### config.mk
export PLATFORM = sky130hd
export DESIGN_NAME = pid_pwm_generator
export DESIGN_NICKNAME = d
export VERILOG_FILES = /design/src/rtl/pid_pkg.sv /design/src/rtl/pid_tick_divider.sv /design/src/rtl/pid_pwm_generator.sv
export SDC_FILE = /design/constraint.sdc
export NUM_CORES = 1
export LEC_CHECK = 0
export ABC_AREA = 1
export CORE_MARGIN = 1.5
export CORE_UTILIZATION = 45
export CTS_CLUSTER_DIAMETER = 200
export DETAILED_ROUTE_END_ITERATION = 7
export MAX_ROUTING_LAYER = met4
export PLACE_DENSITY_LB_ADDON = 0.05
export SLEW_MARGIN = 5
export SYNTH_ARGS = -nofsm -noshare
export SYNTH_HDL_FRONTEND = slang
export SYNTH_SLANG_ARGS = --single-unit
### constraint.sdc
create_clock -name clk -period 1.2 [get_ports clk]
set_input_delay 0.18 -clock clk [delete_from_list [all_inputs] [get_ports clk]]
set_output_delay 0.18 -clock clk [all_outputs]
set_load 0.01 [all_outputs]
### src/rtl/pid_pkg.sv
// Shared constants for the PID controller datapath and its PWM back end.
// The PWM period is the full-scale count of the data width minus one.
package pid_pkg;

  localparam int PID_DATA_W       = 8;
  localparam int PWM_PRESCALE_DEF = 4;

  function automatic int pwm_pmax(input int w);
    return (1 << w) - 1;
  endfunction

endpackage

### src/rtl/pid_tick_divider.sv
// Prescaler for the PWM counter: one tick every PRESCALE enabled clocks.
// The count is held at zero while disabled so a new run starts phase-aligned.
module pid_tick_divider #(
  parameter int PRESCALE = 4
) (
  input  logic clk,
  input  logic rst_n,
  input  logic en,
  output logic tick
);

  localparam int            PW   = (PRESCALE > 1) ? $clog2(PRESCALE) : 1;
  localparam logic [PW-1:0] LAST = PW'(PRESCALE - 1);

  logic [PW-1:0] r_pre_cnt;
  logic          w_tick;

  assign w_tick = en && (r_pre_cnt == LAST);
  assign tick   = w_tick;

  always_ff @(posedge clk) begin
    if (!rst_n)      r_pre_cnt <= '0;
    else if (!en)    r_pre_cnt <= '0;
    else if (w_tick) r_pre_cnt <= '0;
    else             r_pre_cnt <= r_pre_cnt + 1'b1;
  end

endmodule

### src/rtl/pid_pwm_generator.sv
// PWM back end for the PID loop: double-buffered duty, applied only at the
// period wrap, with a one-clock period_start strobe usable as a sample trigger.
module pid_pwm_generator
  import pid_pkg::*;
#(
  parameter int WIDTH    = PID_DATA_W,
  parameter int PRESCALE = PWM_PRESCALE_DEF
) (
  input  logic             clk,
  input  logic             rst_n,
  input  logic             en,
  input  logic [WIDTH-1:0] duty_in,
  input  logic             duty_valid,
  output logic             pwm_out,
  output logic             period_start,
  output logic [WIDTH-1:0] duty_active,
  output logic             update_pending
);

  localparam logic [WIDTH-1:0] CNT_LAST = WIDTH'(pwm_pmax(WIDTH) - 1);

  logic             w_tick;
  logic             w_wrap;
  logic [WIDTH-1:0] r_cnt;
  logic [WIDTH-1:0] r_duty_active;
  logic [WIDTH-1:0] r_duty_pend;
  logic             r_pending;
  logic             r_pwm;
  logic             r_period_start;

  pid_tick_divider #(
    .PRESCALE (PRESCALE)
  ) u_tick_div (
    .clk   (clk),
    .rst_n (rst_n),
    .en    (en),
    .tick  (w_tick)
  );

  assign w_wrap = w_tick && (r_cnt == CNT_LAST);

  always_ff @(posedge clk) begin
    if (!rst_n)      r_cnt <= '0;
    else if (!en)    r_cnt <= '0;
    else if (w_wrap) r_cnt <= '0;
    else if (w_tick) r_cnt <= r_cnt + 1'b1;
  end

  // cnt never reaches PMAX, so duty=PMAX yields a constant-high output.
  always_ff @(posedge clk) begin
    if (!rst_n) begin
      r_pwm          <= 1'b0;
      r_period_start <= 1'b0;
    end else begin
      r_pwm          <= en && (r_cnt < r_duty_active);
      r_period_start <= w_wrap;
    end
  end

  // While running, a write coinciding with the wrap promotes the old pending
  // value and keeps the new one queued for the following wrap.
  always_ff @(posedge clk) begin
    if (!rst_n) begin
      r_duty_active <= '0;
      r_duty_pend   <= '0;
      r_pending     <= 1'b0;
    end else if (!en) begin
      if (duty_valid) begin
        r_duty_active <= duty_in;
        r_duty_pend   <= duty_in;
      end else if (r_pending) begin
        r_duty_active <= r_duty_pend;
      end
      r_pending <= 1'b0;
    end else begin
      if (w_wrap && r_pending) r_duty_active <= r_duty_pend;
      if (duty_valid) begin
        r_duty_pend <= duty_in;
        r_pending   <= 1'b1;
      end else if (w_wrap) begin
        r_pending   <= 1'b0;
      end
    end
  end

  assign pwm_out        = r_pwm;
  assign period_start   = r_period_start;
  assign duty_active    = r_duty_active;
  assign update_pending = r_pending;

endmodule

# == After elaboration in Yosys (flattened, before gate mapping) ==
# Index checks and enable logic that the tools add are counted.
# word_totals
reg_bits,29
inputBits,12
out_inout_bits,11
word_cells,31
# op_classes
n_addsub,2
n_lt_le_gt_ge,1
eq_ne,3
n_mux,6
n_bitwise,2
n_reduce_logical,10
# op_table
cell,count
$mux 8,4
$add 8x1->8 const B,1
$eq 8x8->1 const B,1
$lt 8x8->1,1
$reduce_or 3->1,2
$logic_and 1x1->1,4
$reduce_and 2->1,2
$reduce_bool 3->1,1
$add 2x1->2 const B,1
$eq 2x2->1 const B,1
$mux 1,2
$ne 2x1->1 const B,1
$not 1->1,2
$reduce_bool 2->1,1

# == Depth between registers and ports, before layout ==
# Gate-level depths: netlist (run 1).
# logic_depth
word_depth,6
depth_mapped,10
ltp_nobuf,9

# == By module ==
# Synthesis (run 1) repeated with hierarchy kept, for this count alone.
# hier_totals
cells_unflattened,212
area_unflattened_um2,1514.0
# modules_own_cells
module,n_inst,cells_per_inst,area_each_um2,seq_area_each_um2
pid_pwm_generator,1,202,1428.9,540.5
pid_tick_divider,1,10,85.1,40.0

# == Worst setup path after synthesis (run 1) ==
# Ideal clock, no wire load.
# synth_path
path_kind,register to register
startpoint,register u_tick_div.r_pre_cnt[0]
endpoint,"register r_duty_active[6], in the netlist duty_active[6]"
setup_time_ps,115
arrival_time_ps,1184
t_required_ps,1085
path_slack_ps,-99
path_stages_with_launch,10
n_path_buf,1
synth_period_minus_slack_ps,1299
cell_sequence,dfxtp_1 ha_1 nand2_2 nor2_4 nand3_4 nand2_4 buf_12 nand3_1 nand2_1 nor2_1
# synth_between
elab_chain_len,6
# synth_rtl
item,line_no,source
from (decl),pid_tick_divider.sv:15,logic [PW-1:0] r_pre_cnt;
from (signal assigned),pid_tick_divider.sv:25,else r_pre_cnt <= r_pre_cnt + 1'b1;
$eq 2x2->1,pid_tick_divider.sv:18,assign w_tick = en && (r_pre_cnt == LAST);
$logic_and 1x1->1,pid_tick_divider.sv:18,
$logic_and 1x1->1,pid_pwm_generator.sv:40,assign w_wrap = w_tick && (r_cnt == CNT_LAST);
$logic_and 1x1->1,pid_pwm_generator.sv:76,if (w_wrap && r_pending) r_duty_active <= r_duty_pend;
$ne 2x1->1 (no line),-,
$reduce_and 2->1 (no line),-,
to (signal assigned),pid_pwm_generator.sv:69,r_duty_active <= duty_in;
to (signal assigned),pid_pwm_generator.sv:72,r_duty_active <= r_duty_pend;
to (signal assigned),pid_pwm_generator.sv:76,
to (decl),pid_pwm_generator.sv:25,logic [WIDTH-1:0] r_duty_active;
# Every way passes these cells.
# A chain may end at the register's enable or synchronous reset.

# == Final worst setup path (run 1) ==
# layout_path
startpoint,register u_tick_div.r_pre_cnt[0]
endpoint,"register r_pending, in the netlist update_pending"
# layout_between
elab_chain_len,4
# layout_rtl
item,line_no,source
$eq 2x2->1,pid_tick_divider.sv:18,
$logic_and 1x1->1,pid_tick_divider.sv:18,
$logic_and 1x1->1,pid_pwm_generator.sv:40,
$reduce_bool 2->1 (no line),-,
to (signal assigned),pid_pwm_generator.sv:66,r_pending <= 1'b0;
to (signal assigned),pid_pwm_generator.sv:74,r_pending <= 1'b0;
to (signal assigned),pid_pwm_generator.sv:79,r_pending <= 1'b1;
to (decl),pid_pwm_generator.sv:27,logic r_pending;
# Every way passes these cells.

==> metrics, run 1 <==
netlist area before placement 0.00147 mm2; most frequent cells after synthesis 32 x nand2_1, 29 x dfxtp_1, 25 x inv_1; initial antenna violation count 0; Worst VDD drop approximately 0.59 mV; Yosys reg bits 29; total CTS buffers 5; Final period util 108%; io pins 23; H-tree levels 2; Max Cap Viol 0; Hold WC Path Type flop to flop; DRT Pass-1 Iters 4; Reg2Reg Launch Point u_tick_div.r_pre_cnt[0]$_SDFF_PP0_; leakage ~0.91 nW; Worst EP required around 1.4 ns; clock period minus worst slack about 1.3 ns; post-DR wirelength/cell between 10 and 15 um; aggregate routed wire length 3390 um; Power per Cell Area 998 mW/mm2; fraction of registers with async set/reset 0%; # fillers about 280; most common cell in the netlist nand2_1; failing checks negative setup slack; Area Overhead vs Synth 42.0%; Die Height about 60 um; largest net degree at the start of global routing 18; RePlAce Congestion 0.807; CTS sink cnt 29; drt drc 0; most common flop cell mapped by yosys dfxtp_1; Fin. Hold Viols 0; Post-Syn Instances roughly 190; internal reg-to-reg setup slack -0.09 ns; end-of-flow core utilization roughly two thirds; initial core utilization between 40% and 50%; Yosys Warn Count 0; status finished with violations; Die X approximately 60 um; cell depth of the worst flop-to-flop path 7; DR vias between 1000 and 1500; top cell type's share of synthesized area between 30% and 40%; Iteration-0 DRC Markers 59; max-slew violations 0; CP Class flop to flop; vias per inst around 4.8; sequential share of the synthesized area just under 40%; global-route wire length before repair ~5500 um; CP endpoint update_pending$_SDFFE_PN0P_; grt ovf 0; Clock transition at path regs 0.09 ns; CTS tree done; CTS Root Cell clkbuf_4; ANT nets after route 0; Startpoint Class flop; Post-Place Worst Slack -0.463 ns; reg2reg end update_pending$_SDFFE_PN0P_; Crit Path Max Fanout 5; final setup vio count 17; CP Launch Point u_tick_div.r_pre_cnt[0]$_SDFF_PP0_; GRT Overall Usage a little over a fifth; Setup Skew 0.00512 ns; vias in the first global route approximately 1200; syn_nets ~210; leading area contributor after synthesis dfxtp_1; CP arrival roughly 1.5 ns; Worst Tran Pin Value between 0.4 and 0.5 ns; final setup margin -0.0903 ns; total core area roughly 0.0031 mm2; die area ~0.0036 mm2; row cnt 20; antenna fix cells 0; fmax 775 MHz; share of layout cells above drive strength 1 between 30% and 40%; Avg Inst Size Synth roughly 7.7 um2; clock tree buffer depth 2; number of port buffers 22; Clock Latency Late Sink 0.34 ns; Detailed Place HPWL ~2400 um; nets 260; critical path capture point type flop; Yosys cell types 26; largest cells by area after synthesis dfxtp_1 39%, ha_1 8.5%, nand2_1 8.1%, inv_1 6.4%, nor2_1 5.6%; RSZ-0062 raised after global routing true; Worst slew margin 72.2%; Post-synth EDFFs 0; Hold-fix buffers, CTS 0
-- registers in the layout (all words and copies together) (netlist names) --
name and cells:
update_pending 1, r_duty_pend 8, pwm_out 1, u_tick_div.r_pre_cnt 2
duty_active 8, period_start 1, r_cnt 8
-- worst max-delay path, cell delays in order (launching register included) --
cell and delay (ns):
dfxtp_2 0.36, ha_4 0.16, nand2_8 0.07, nor2_4 0.12
nand3_4 0.14, buf_4 0.18, nand3_4 0.08, o22ai_1 0.07
-- per-layer routing --
layer / part of all wire (%) / wire length [um] / global-route usage [%] / up-vias
li1: - / - / - / 713
met1: 44 / 1500 / 25.7 / 609
met2: 51 / 1720 / 34.3 / 21
met3: 3.1 / 104 / 5.84 / 5
met4: 1.7 / 59 / 8.57 / 0
met5: 0 / 0 / - / -
-- cell usage in the layout, fill, tap and decap left out, drive strengths merged --
master | Yosys | layout
nor2 | 24 | 24
clkinv | 0 | 1
nor3 | 2 | 2
o22ai | 1 | 1
inv | 26 | 26
clkdlybuf4s50 | 0 | 10
xnor2 | 2 | 2
o21ai | 14 | 14
a211oi | 4 | 4
buf | 2 | 22
nor3b | 1 | 1
a21oi | 18 | 18
dfxtp | 29 | 29
or2 | 1 | 1
nand3 | 14 | 15
clkbuf | 4 | 8
xor2 | 3 | 3
clkdlybuf4s15 | 0 | 2
dlygate4sd2 | 0 | 9
nand2 | 37 | 37
ha | 10 | 10
-- layout make-up --
cell class	count	area, um2	area share (%)
clock buffers	7	65.1	3.11
well taps	44	55.1	2.63
inverters	26	97.6	4.66
repair buffers	44	385	18.4
flip-flops and latches	29	594	28.4
multi-input cells	132	891	42.6
clock inverters	1	5.00	0.239
-- stage by stage --
stage | area, um2 | setup TNS (ns) | std cells | power [mW] | hold slack, ns
detailed placement | 1900 | -8.26 | 271 | 1.40 | 0.425
global placement | 1900 | -7.21 | 271 | 1.39 | 0.417
global route | 2090 | -2.28 | 283 | 2.20 | 0.445
CTS | 1990 | -0.485 | 279 | 2.09 | 0.425
finish | 2090 | -0.993 | 283 | 2.09 | 0.432
floorplan | 1520 | -0.0327 | 192 | 1.26 | 0.356
-- report_power, final --
part / leakage, nW / switching (mW) / internal (mW) / total [mW]
logic: 0.629 / 0.192 / 0.166 / 0.358
clock network: 0.0413 / 0.354 / 0.339 / 0.693
registers: 0.242 / 0.0259 / 1.01 / 1.04
-- timing repair --
item | CTS | global route
setup endpoints to repair | 26 | 23
buffers inserted | 0 | 3
cloned | 0 | 1
gates resized for setup | 24 | 19
pin swaps | 1 | 2
-- logic make-up after synthesis --
logic type / synth area share, %
AOI/OAI and AO/OA: 13.8
DFF: 39.4
buffers and inverters: 10.0
adders and majority gates: 8.49
and+or+nand+nor: 25.3
xor gates and xnor gates: 2.97
-- worst min-delay path by stage --
stage	startpoint	to	slack, ns	cells past startpoint
4_1_cts	en	r_cnt[0]$_SDFFE_PP0P_	0.42	3
3_3_place_gp	u_tick_div.r_pre_cnt[0]$_SDFF_PP0_	u_tick_div.r_pre_cnt[0]$_SDFF_PP0_	0.42	1
3_5_place_dp	u_tick_div.r_pre_cnt[0]$_SDFF_PP0_	u_tick_div.r_pre_cnt[0]$_SDFF_PP0_	0.42	1
5_1_grt	u_tick_div.r_pre_cnt[0]$_SDFF_PP0_	u_tick_div.r_pre_cnt[0]$_SDFF_PP0_	0.44	1
2_1_floorplan	duty_in[0]	r_duty_pend[0]$_SDFFE_PN0P_	0.36	2
6_report	u_tick_div.r_pre_cnt[0]$_SDFF_PP0_	u_tick_div.r_pre_cnt[0]$_SDFF_PP0_	0.43	1
(Power assumes the default switching activity.)
==> run 2: changes to the inputs <==
--- a/config.mk
+++ b/config.mk
@@ -5,8 +5,6 @@
 export SDC_FILE = /design/constraint.sdc
 export NUM_CORES = 1
 export LEC_CHECK = 0
-export ABC_AREA = 1
-export CORE_MARGIN = 1.5
 export CORE_UTILIZATION = 45
 export CTS_CLUSTER_DIAMETER = 200
 export DETAILED_ROUTE_END_ITERATION = 7
==> run 2 against run 1 <==
Net effect: critical path type unchanged; core utilization up 6.4 points; first-iteration DRC count down 5.1%; clock power fell by 10%; the run still ends with negative setup slack left; highest routed layer unchanged; combinational power increased by 27%.
==> metrics, run 2 <==
status finished with violations; failing checks negative setup slack; Multi-input gate area 0.00101 mm2 (+13%); total CTS buffers 5 (unchanged); Yosys reg bits 29 (unchanged); fraction of registers with async set/reset 0% (unchanged); leakage 0.934 nW (+2.3%); Detailed Place HPWL 2600 um (+7.6%); DR vias 1366 (+1.3%); most frequent cells after synthesis 29 x dfxtp_1, 10 x ha_1, 9 x inv_1, 9 x nor2b_1; Die X 59.3 um (-1.5%); antenna fix cells 0 (unchanged); Fin. Hold Viols 0 (unchanged); io pins 23 (unchanged); die area 0.00352 mm2 (-3.0%); Worst VDD drop 0.650 mV (+10%); Worst path max stage delay 0.39 ns (+0.03 ns); vias per inst 5.27 (+11%); CP arrival 1.66 ns (+0.15 ns); largest cells by area after synthesis dfxtp_1 39%, ha_1 8.5%, mux2i_1 5.4%, a2bb2oi_1 4.1%, o211ai_1 4.1%; Yosys cell types 42 (+62%); netlist area before placement 0.00148 mm2 (+0.34%); max-slew violations 0 (unchanged); # fillers 234 (-16%); most common cell in the netlist dfxtp_1; Max Cap Viol 0 (unchanged); global-route wire length before repair 6040 um (+9.4%); Clock Latency Late Sink 0.34 ns (about the same); cell depth of the worst flop-to-flop path 6 (-1); Startpoint Class flop; fmax 723 MHz (-6.8%); Yosys Warn Count 0 (unchanged); Hold WC Path Type flop to flop; Post-Syn Instances 152 (-21%); GRT Overall Usage 25.0% (+3.4 points); leading area contributor after synthesis dfxtp_1; WHS Path Cells 1 (unchanged); Power per Cell Area 930 mW/mm2 (-6.9%); DRT Pass-1 Iters 4 (unchanged); total power 2.13 mW (+1.9%); most frequent cells in the layout 35 x buf_4, 14 x dfxtp_2, 12 x dfxtp_1; ANT nets after route 0 (unchanged); Clock transition at path regs 0.09 ns (about the same); critical path's slowest cell dfxtp_4; critical path capture point type flop; number of port buffers 22 (unchanged); Final period util 115% (+7.8 points); top cell type's share of synthesized area 39.3% (-0.13 points); Die Height 59.3 um (-1.5%); Hold Crit Start u_tick_div.r_pre_cnt[0]$_SDFF_PP0_; initial core utilization 48.0% (+0.16 points); CTS tree done; reg2reg end duty_active[6]$_SDFFE_PN0P_; Seq. cell area 609 um2 (+2.5%); Reg2Reg Launch Point r_cnt[6]$_SDFFE_PP0P_; row cnt 20 (unchanged); CTS sink cnt 29 (unchanged); share of layout cells above drive strength 1 49.3% (+18 points); Iteration-0 DRC Markers 56 (-5.1%); WP buf/inv 2 (+1); Worst EP required 1.48 ns (+0.06 ns); Worst Tran Pin Value 0.271 ns (-0.146 ns); aggregate routed wire length 4030 um (+19%); CP top delay family flip-flops; hold endpoint u_tick_div.r_pre_cnt[0]$_SDFF_PP0_; commonest non-fill, non-tap cell in the layout buf_4; vias in the first global route 1316 (+5.4%); CP Cell Sequence buf_12 > nand4_4 > or2_4 > o22ai_4 > buf_6 > a2bb2oi_2; switching portion of total power 27.2% (-0.19 points); Area Overhead vs Synth 54.8%; most common flop cell mapped by yosys dfxtp_1; Setup Skew 0.00806 ns (+0.00294 ns); Avg Inst Size Synth 9.73 um2 (+27%); WHS 0.433 ns (+0.00114 ns); Combinational Power Share 21.4% (+4.3 points); final setup margin -0.184 ns (-0.0937 ns); H-tree levels 2 (unchanged); Worst slew margin 81.9% (+9.7 points); final setup vio count 16 (-1); internal power 1.55 mW (+2.1%); nets 237 (-8.8%); post-DR wirelength/cell 15.6 um (+30%); largest net degree at the start of global routing 19 (+1); NetSw 579 uW (+1.2%); CP Class flop to flop; internal reg-to-reg setup slack -0.18 ns (-0.09 ns); RePlAce Congestion 0.776 (-3.9%); CTS Root Cell clkbuf_4; drt drc 0 (unchanged); clock period minus worst slack 1.38 ns (+0.0937 ns); clock share of power 29.3% (-3.9 points); clock tree buffer depth 2 (unchanged); syn_nets 174 (-19%); Post-synth EDFFs 0 (unchanged); RSZ-0062 raised after global routing true; grt ovf 0 (unchanged); initial antenna violation count 0 (unchanged); sequential share of the synthesized area 39.3% (-0.13 points); Crit Path Max Fanout 4 (-1); Sequential Power Share 49.3% (-0.4 points); total core area 0.00308 mm2 (unchanged)
==> run 2: cell types whose count changed in the layout (fill, tap and decap cells not counted), moves of 5 or more <==
cell	previous run	this run
a2bb2oi_2	0	7
o211ai_1	0	8
dfxtp_1	18	12
nand2_1	30	6
buf_4	20	35
mux2i_1	0	8
nand3_1	10	1
nor2b_1	0	9
nor2_1	19	4
a21oi_1	11	5
or3_1	0	8
a21oi_2	7	2
o21ai_0	13	1
inv_1	23	5
==> run 2: layout make-up <==
cell class	instances	area share (%)
multi-input combinational	108	44.2
sequential	29	26.6
timing repair buffer	62	23.0
clock buffer	7	2.40
tap	44	2.40
inverter	9	1.48
==> run 2: stage by stage <==
step	TNS, ns	util [%]	area [um2]	setup slack [ns]	cells
6_report	-1.84	74.4	2290	-0.184	259
5_1_grt	-2.67	74.4	2290	-0.226	259
4_1_cts	-1.77	70.2	2160	-0.188	252
3_5_place_dp	-7.71	64.1	1970	-0.495	241
3_3_place_gp	-7.01	64.1	1970	-0.479	241
2_1_floorplan	-0.731	-	1530	-0.177	152
==> run 2: logic make-up (layout without fill, tap and decap cells) <==
family	after synthesis	count (layout)	share of synthesized area [%]
muxes	8	8	5.41
adders and majority gates	10	10	8.46
AOI/OAI and AO/OA	38	38	20.4
DFF	29	29	39.3
buffers and inverters	15	78	5.33
xor gates and xnor gates	3	3	1.78
and+or+nand+nor	49	49	19.4
==> run 2: power by group through the flow <==
stage	registers (mW)	clock network (mW)	logic [mW]
2_1_floorplan	1.09	0	0.187
3_3_place_gp	1.07	0	0.381
3_5_place_dp	1.07	0	0.389
4_1_cts	1.05	0.637	0.397
5_1_grt	1.06	0.667	0.491
6_report	1.05	0.624	0.455
==> run 2: what timing repair did <==
item / in CTS / in global routing
pin swaps: 14 / 13
hold buffers: 0 / 0
resized for setup: 45 / 26
endpoints found under the setup margin: 29 / 24
endpoints found under the hold margin: 0 / 0
setup buffers: 4 / 7
==> run 2: how the worst max path moves through the flow <==
stage	start	to	slack [ns]	cells past startpoint
4_1_cts	r_cnt[6]$_SDFFE_PP0P_	duty_active[5]$_SDFFE_PN0P_	-0.19	5
2_1_floorplan	duty_active[7]$_SDFFE_PN0P_	pwm_out$_SDFF_PN0_	-0.18	5
3_5_place_dp	en	duty_active[7]$_SDFFE_PN0P_	-0.49	5
5_1_grt	r_cnt[6]$_SDFFE_PP0P_	duty_active[6]$_SDFFE_PN0P_	-0.23	6
3_3_place_gp	en	duty_active[7]$_SDFFE_PN0P_	-0.48	5
6_report	r_cnt[6]$_SDFFE_PP0P_	duty_active[6]$_SDFFE_PN0P_	-0.18	6
==> run 2: per-layer routing <==
metal  up-vias  track usage (%)  wire length [um]
met5         -                -                 0
li1        680                -                 -
met3         7             4.59               107
met1       662             28.0              1680
met4         0             14.3                59
met2        17             41.4              2180
==> run 3: changes to the inputs <==
--- a/config.mk
+++ b/config.mk
@@ -5,11 +5,12 @@
 export SDC_FILE = /design/constraint.sdc
 export NUM_CORES = 1
 export LEC_CHECK = 0
-export CORE_UTILIZATION = 45
+export CORE_UTILIZATION = 30
 export CTS_CLUSTER_DIAMETER = 200
 export DETAILED_ROUTE_END_ITERATION = 7
 export MAX_ROUTING_LAYER = met4
 export PLACE_DENSITY_LB_ADDON = 0.05
+export REMOVE_ABC_BUFFERS = 1
 export SLEW_MARGIN = 5
 export SYNTH_ARGS = -nofsm -noshare
 export SYNTH_HDL_FRONTEND = slang
==> run 3 against run 2 <==
Net effect: the run still ends with negative setup slack left; register-to-register slack better by 0.02 ns; sequential share of layout area is 1.8 points lower; combinational power hardly changed; clock-buffer cell count stayed put; routed wire length is 3.1% lower; highest routed layer unchanged; first-iteration DRC count is 7.1% lower; flip-flop and latch count stayed put; worst hold slack better by 0.0033 ns; sequential power hardly changed; clock skew is 0.0010 ns lower; clock power is 43% higher; largest power group unchanged; critical path type unchanged; die area is 48% higher.
==> metrics, run 3 (synthesized netlist as in run 2, its figures left out) <==
most frequent cells in the layout 26 x buf_4, 18 x dfxtp_1, 10 x dfxtp_2; die area 0.00521 mm2 (+48%); H-tree levels 2 (unchanged); clock period minus worst slack 1.37 ns (-0.0171 ns); DRT Pass-1 Iters 4 (unchanged); failing checks negative setup slack; leakage 0.964 nW (+3.2%); total core area 0.00472 mm2 (+53%); global-route wire length before repair 6430 um (+6.5%); commonest non-fill, non-tap cell in the layout buf_4; initial antenna violation count 0 (unchanged); Power per Cell Area 999 mW/mm2 (+7.4%); Worst slew margin 79.6% (-2.3 points); vias in the first global route 1384 (+5.2%); fin area 0.00240 mm2 (+5.0%); RSZ-0062 raised after global routing true; DR vias 1318 (-3.5%); Fin. Hold Viols 0 (unchanged); grt ovf 0 (unchanged); CTS Root Cell clkbuf_8; ANT nets after route 0 (unchanged); final setup vio count 14 (-2); CP Class flop to flop; Max Cap Viol 0 (unchanged); clock tree buffer depth 2 (unchanged); post-placement cell area 0.00198 mm2 (+0.57%); Worst EP required 1.40 ns (-0.08 ns); io pins 23 (unchanged); max-slew violations 0 (unchanged); initial core utilization 31.3% (-17 points); Setup Skew 0.00701 ns (-0.00105 ns); Crit Path Max Fanout 3 (-1); Startpoint Class flop; antenna fix cells 0 (unchanged); row cnt 25 (+25%); Area Overhead vs Synth 62.5%; RePlAce Congestion 0.845 (+8.8%); Clock transition at path regs 0.06 ns (-0.03 ns); nets 233 (-1.7%); CTS tree done; Final period util 114% (-1.4 points); TNS Setup -1.52 ns (+0.322 ns); critical path capture point type flop; share of layout cells above drive strength 1 44.3% (-5.0 points); fmax 732 MHz (+1.2%); vias per inst 4.72 (-10%); Clock Latency Late Sink 0.28 ns (-0.06 ns); Iteration-0 DRC Markers 52 (-7.1%); aggregate routed wire length 3910 um (-3.1%); total CTS buffers 5 (unchanged); Worst Tran Pin Value 0.307 ns (+0.0358 ns); status finished with violations; Hold WC Path Type flop to flop; # fillers 457 (+95%); largest net degree at the start of global routing 19 (unchanged); Die X 72.2 um (+22%); CTS sink cnt 29 (unchanged); number of port buffers 22 (unchanged); Worst VDD drop 0.655 mV (+0.72%); Detailed Place HPWL 2790 um (+7.4%); CP arrival 1.57 ns (-0.09 ns); Die Height 72.2 um (+22%); GRT Overall Usage 16.8% (-8.1 points); post-DR wirelength/cell 14.0 um (-10%); final setup margin -0.167 ns (+0.0171 ns); drt drc 0 (unchanged)
[run 3: per-stage QoR]
stage	setup slack (ns)	total power, mW	hold WS, ns	utilization [%]	instances
finish	-0.167	2.40	0.437	50.9	279
floorplan	-0.281	1.24	0.308	-	146
CTS	-0.237	2.40	0.436	47.6	277
detailed placement	-0.456	1.47	0.423	42.0	266
global route	-0.238	2.53	0.461	50.9	279
global placement	-0.446	1.46	0.410	42.0	266
[run 3: cell type report]
| cell class | count | area [um2] | share of cell area, % |
|---|---|---|---|
| clock inverters | 1 | 5.00 | 0.208 |
| flip-flops and latches | 29 | 597 | 24.8 |
| multi-input cells | 109 | 1040 | 43.5 |
| inverters | 9 | 33.8 | 1.41 |
| repair buffers | 57 | 543 | 22.6 |
| well taps | 67 | 83.8 | 3.49 |
| clock buffers | 7 | 96.3 | 4.01 |
[run 3: worst paths after layout]
path,start,endpoint,slack [ns],cells after the start
min,u_tick_div.r_pre_cnt[0]$_SDFF_PP0_,u_tick_div.r_pre_cnt[0]$_SDFF_PP0_,0.44,1
max,r_cnt[6]$_SDFFE_PP0P_,pwm_out$_SDFF_PN0_,-0.17,5
min reg2reg,u_tick_div.r_pre_cnt[0]$_SDFF_PP0_,u_tick_div.r_pre_cnt[0]$_SDFF_PP0_,0.44,1
max reg2reg,r_cnt[6]$_SDFFE_PP0P_,pwm_out$_SDFF_PN0_,-0.17,5
[run 3: what timing repair did]
action | CTS | global route
pin swaps | 14 | 12
endpoints found under the setup margin | 30 | 21
gates resized for setup | 49 | 32
buffers inserted | 3 | 1
cloned | 1 | 1
hold buffers | 0 | 0
[run 3: metal layers]
metal / routed length [um] / share of wire, % / track usage [%] / vias up
li1: - / - / - / 671
met3: 97 / 2.5 / 3.47 / 4
met5: 0 / 0 / - / -
met4: 35 / 0.90 / 8.06 / 0
met1: 1870 / 48 / 20.8 / 622
met2: 1910 / 49 / 26.3 / 21
[run 3: power by group]
part	internal (mW)	switching, mW	leakage [nW]
Sequential	1.02	0.0370	0.243
Combinational	0.263	0.190	0.667
Clock	0.518	0.377	0.0542
Total	1.80	0.603	0.964
[run 3: critical path, stage by stage, from the launching register on]
cell and delay, ns:
dfxtp_4 0.36, ha_4 0.24, a21oi_2 0.10, nor2b_1 0.05, a2111o_1 0.38, a31oi_1 0.15
